**src/rtl/sng_et.sv**
```systemverilog
// Early-terminating stochastic number generator: N parallel SC bitstreams compared
// against a bit-reversed counter, with per-stream ones counts reported at end of run.

module sng_et_lane #(
  parameter int W = 6
) (
  input  logic [W-1:0] i_bx,
  input  logic [W-1:0] i_s,
  input  logic [W-1:0] i_rev,
  output logic         o_bit
);
  assign o_bit = i_bx > (i_rev ^ i_s);
endmodule

module sng_et #(
  parameter int W        = 6,
  parameter int N        = 2,
  parameter int CORR     = 0,
  parameter int S_GROUPS = (CORR != 0) ? 1 : N
) (
  input  logic                      i_clk,
  input  logic                      i_rst_n,
  input  logic                      i_start,
  input  logic                      i_abort,
  input  logic [N-1:0][W-1:0]       i_bxs,
  input  logic [S_GROUPS-1:0][W-1:0] i_s,
  input  logic [W-1:0]              i_k_init,
  output logic                      o_ready,
  output logic                      o_bits_valid,
  output logic [N-1:0]              o_bits,
  output logic                      o_last,
  output logic                      o_done,
  output logic [N-1:0][W:0]         o_cnt
);
  typedef enum logic [1:0] {IDLE = 2'd0, RUN = 2'd1, DONE = 2'd2} state_t;

  state_t                     r_state;
  logic [N-1:0][W-1:0]        r_bx;
  logic [S_GROUPS-1:0][W-1:0] r_s;
  logic [W:0]                 r_len;
  logic [W:0]                 r_t;
  logic [N-1:0][W:0]          r_acc;

  logic [W-1:0] w_rev;
  logic [N-1:0] w_bits;
  logic         w_end;

  // van der Corput sequence: reverse the W LSBs of the stream counter
  always_comb begin
    w_rev = '0;
    for (int b = 0; b < W; b++) w_rev[b] = r_t[W-1-b];
  end

  assign w_end = (r_t == r_len - (W+1)'(1));

  for (genvar i = 0; i < N; i++) begin : g_lane
    localparam int G = (CORR != 0) ? 0 : i;
    sng_et_lane #(.W(W)) u_lane (
      .i_bx  (r_bx[i]),
      .i_s   (r_s[G]),
      .i_rev (w_rev),
      .o_bit (w_bits[i])
    );
  end

  always_ff @(posedge i_clk) begin
    if (!i_rst_n) begin
      r_state      <= IDLE;
      o_ready      <= 1'b1;
      o_bits_valid <= 1'b0;
      o_bits       <= '0;
      o_last       <= 1'b0;
      o_done       <= 1'b0;
      o_cnt        <= '0;
      r_t          <= '0;
      r_acc        <= '0;
      r_bx         <= '0;
      r_s          <= '0;
      r_len        <= '0;
    end else begin
      o_done <= 1'b0;
      case (r_state)
        IDLE: begin
          if (i_start) begin
            r_bx    <= i_bxs;
            r_s     <= i_s;
            r_len   <= (i_k_init == '0) ? {1'b1, {W{1'b0}}} : {1'b0, i_k_init};
            r_t     <= '0;
            r_acc   <= '0;
            o_ready <= 1'b0;
            r_state <= RUN;
          end
        end
        RUN: begin
          if (i_abort) begin
            o_ready      <= 1'b1;
            o_bits_valid <= 1'b0;
            o_bits       <= '0;
            o_last       <= 1'b0;
            r_state      <= IDLE;
          end else begin
            o_bits_valid <= 1'b1;
            o_bits       <= w_bits;
            o_last       <= w_end;
            r_t          <= r_t + (W+1)'(1);
            for (int i = 0; i < N; i++)
              r_acc[i] <= r_acc[i] + {{W{1'b0}}, w_bits[i]};
            if (w_end) r_state <= DONE;
          end
        end
        DONE: begin
          // abort while last is showing suppresses the done pulse
          o_bits_valid <= 1'b0;
          o_bits       <= '0;
          o_last       <= 1'b0;
          o_ready      <= 1'b1;
          r_state      <= IDLE;
          if (!i_abort) begin
            o_done <= 1'b1;
            o_cnt  <= r_acc;
          end
        end
        default: begin
          o_ready <= 1'b1;
          r_state <= IDLE;
        end
      endcase
    end
  end
endmodule

```
**config.mk**
```make
export PLATFORM = sky130hd
export DESIGN_NAME = sng_et
export DESIGN_NICKNAME = d
export VERILOG_FILES = /design/src/rtl/sng_et.sv
export SDC_FILE = /design/constraint.sdc
export NUM_CORES = 1
export LEC_CHECK = 0
export CORE_MARGIN = 2
export CORE_UTILIZATION = 49
export DETAILED_ROUTE_END_ITERATION = 12
export PLACE_DENSITY = 0.87
export SYNTH_ARGS = -nofsm -noshare
export SYNTH_HDL_FRONTEND = slang
export SYNTH_SLANG_ARGS = --single-unit
```
**constraint.sdc**
```tcl
create_clock -name i_clk -period 2.29 [get_ports i_clk]
set_input_delay 0.229 -clock i_clk [delete_from_list [all_inputs] [get_ports i_clk]]
set_output_delay 0.229 -clock i_clk [all_outputs]
set_load 0.02 [all_outputs]
```
==> out/metrics.yaml <==
final_layout:
  multi_input_area_sq_um: 2034
  final_util_pct: 64.34
  regArea_sq_um: 1489
  drive_gt1_share_pct: 11.43
  area_growth_pct: 28.26
  n_fill_cell: 590
  insertedDiodeCount: 0
  nNetsFinal: 541
worst_setup_path:
  max_stage_delay_ps: 360
  setup.worst_path.end_class: "register"
  path_class: "reg -> reg"
  crit_required_ps: 2540
  worstPathArrival_ps: 2630
  worstPathMaxFanout: 3
  critPathSlowestCell: "dfxtp_4"
  start_kind: "register"
  path_cells: "xnor2_2 > ha_1 > a21o_1 > a21o_1 > a221oi_2 > a31oi_2 > ha_2 > ha_4 > buf_4 > nand2_1 > xnor2_1 > nor2_1"
  worst_path_most_repeated_cell: "a21o_1"
clock_tree:
  cts_buffers: 9
  htree_num_levels: 3
  ctsLongestPathBuffers: 2
  hold_buffers: 0
  clk_latency_ps: 350
  cts.sinks: 74
  cts.clk_slew.worst_paths_ps: 80
  tritoncts: "yes"
  root_buffer: "clkbuf_8"
global_routing:
  grt_util_met2_pct: 32.45
  track_usage_pct: 19.65
  grt_pass1_wl_um: 12560
  grt_pass1_vias: 2775
  use_met3_pct: 3.856
  grt.overflow.total: 0
  grt-busiest-layer: "met2"
  antenna_found_initial: 0
  gr-usage-met1_pct: 23.03
  grt_max_degree: 31
floorplanning:
  rows: 31
  die_x_um: 89.71
  die_h_um: 89.71
  die_area_sq_um: 8048
  ioPinCount: 54
  core_area_sq_um: 7176
  start_util_pct: 50.17
routing:
  dr.pass1.iters: 4
  drc_errors: 0
  postRouteAntennaNets: 0
  wl_um: 7620
  vias: 3029
  drt_iter0_markers: 136
  avgRoutedWirePerCell_um: 12.94
  viasPerCell: 5.143
timing:
  final-hold-violation-count: 0
  skew_ps: 5.191
  setup_viol: 7
  relSlewSlack_pct: 66.73
  finalCritPeriodShare_pct: 104.2
  drv_slew: 0
  rsz0062_at_grt: "true"
  setup_ws_ps: -95.06
  fin_crit_ps: 2385
  clock.fmax_mhz: 419.3
  tightest_slew_ps: 495.3
placed_design:
  post-dp-hpwl_um: 5604
  place_congestion: 0.9184
  pre_cts_slack_ps: -126.7
  io_buffers: 53
logic_synthesis:
  synth_area_sq_um: 3600
  syn_avg_cell_area_sq_um: 8.490
  ys_warn_count: 0
  synth_common_cells: "nand2_1, dfxtp_1, a21boi_0"
  synth_edf_count: 0
  synth_cell_types: 44
  synth.most_common_cell: "nand2_1"
  synth_top_cell_by_area: "dfxtp_1"
  synth_nets: 480
  synth.top_cell.area_share_pct: 41.15
  synth_seq_cells: 74
  synth-main-ff-cell: "dfxtp_1"
  synth_cells: 424
  synth_area_leaders: "dfxtp_1, nand2_1, a21boi_0"
  seq_area_frac_synth_pct: 41.15
  async_reset_ff_share_pct: 0
power:
  p_switching_uw: 804.0
  clkPwrFrac_pct: 38.0
  p_sw_share_pct: 25.57
  p_per_area_nw_per_um2: 681.0
  cellLeakagePower_nw: 1.735
  p_seq_share_pct: 44.0
  irDropWorstVdd_v: 0.0004362
  p_total_mw: 3.144
  power_frac_comb_pct: 18.0
  p_int_mw: 2.340
run_status:
  violations: "negative setup slack"
  status: "finished with violations"
flow_run:
  maxCapViolations: 0
worst_hold_path:
  hold_path.class: "in -> reg"
-- cell usage in the layout, fill, tap and decap left out, drive strengths merged, types with 2 or more instances in the layout --
cell	netlist	routed
nand2	112	112
dfxtp	74	74
clkdlybuf4s50	0	53
a21boi	50	50
buf	3	22
ha	22	22
xnor2	17	17
nor2	14	14
xor2	13	13
inv	11	11
clkbuf	22	10
nand3	8	8
o21ai	8	8
nand4	7	7
a21oi	7	7
nor2b	7	7
nand2b	7	7
a21o	6	6
or3	4	4
bufinv	0	3
clkinv	0	3
and4	2	2
a221oi	2	2
and2	2	2
o211ai	2	2
and3	2	2
a311oi	2	2
o21a	2	2
mux2i	2	2
nor4	2	2
a31oi	2	2
o211a	2	2
-- logic make-up after synthesis --
logic type,after synthesis,share of synthesized area (%)
xor gates and xnor gates,30,7.508
adders and majority gates,22,7.647
AOI/OAI and AO/OA,86,17.27
buffers and inverters,36,4.032
and+or+nand+nor,173,21.52
DFF,74,41.15
muxes,3,0.8690
-- layout make-up --
cell class | count | area share [%]
clock inverter | 6 | 2.276
tap | 99 | 2.683
multi-input combinational | 314 | 44.06
timing repair buffer | 75 | 15.07
sequential | 74 | 32.25
inverter | 11 | 0.8943
clock buffer | 10 | 2.764
-- per-stage QoR --
step | setup TNS (ps) | instance area (sq um) | hold slack [ps] | std cells
after CTS | -261.2 | 4579 | 413.7 | 585
after detailed placement | -495.9 | 4298 | 456.7 | 569
after floorplan | -10.39 | 3616 | 373.9 | 424
after global routing | -1558 | 4617 | 418.0 | 589
after global placement | 0 | 4298 | 450.9 | 569
final | -378.3 | 4617 | 425.4 | 589
-- state kept, by name (all words and copies together) (netlist names) --
signal,cells
r_t,7
r_len,7
r_acc,14
o_done,1
r_s,12
r_state,2
r_bx,12
o_bits,2
o_last,1
o_cnt,14
o_bits_valid,1
o_ready,1
-- power by group through the flow --
stage                     logic (mW)  registers, mW  clock network, mW
final                          0.565           1.38               1.20
after detailed placement       0.527           1.41                  0
after global routing           0.625           1.39               1.28
after CTS                      0.547           1.38               1.22
after floorplan                0.348           1.41                  0
after global placement         0.510           1.41                  0
-- path summary, 6_finish.rpt --
| check | from | to | slack [ps] | depth (start not counted) |
|---|---|---|---|---|
| hold reg to reg | o_cnt[2]$_SDFFE_PN0P_ | o_cnt[2]$_SDFFE_PN0P_ | 460 | 2 |
| setup reg to reg | r_t[2]$_SDFFE_PN0P_ | r_acc[2]$_SDFFE_PN0P_ | -100 | 12 |
| setup / recovery | r_t[2]$_SDFFE_PN0P_ | r_acc[2]$_SDFFE_PN0P_ | -100 | 12 |
| hold / removal | i_bxs[1] | r_bx[1]$_SDFFE_PN0P_ | 430 | 3 |
-- layer usage --
layer  wire (um)  vias to the layer above  part of all wire (%)
li1            -                     1549                     -
met1        3360                     1395                    44
met2        3717                       68                    49
met3         269                       17                   3.5
met4         273                        0                   3.6
met5           0                        -                     0
-- critical path, delay by kind of cell (launching register included) --
| family | cells | cell delay [ps] |
|---|---|---|
| flops | 1 | 360 |
| fa+ha+maj | 3 | 670 |
| buf+inv | 1 | 130 |
| simple gates | 2 | 110 |
| xor+xnor | 2 | 240 |
| compound gates | 4 | 770 |
-- repair_timing --
item,CTS,global route
buffers inserted,0,4
pin swaps,18,15
gates resized for setup,15,3
endpoints found under the setup margin,9,12
(Power assumes the default switching activity.)
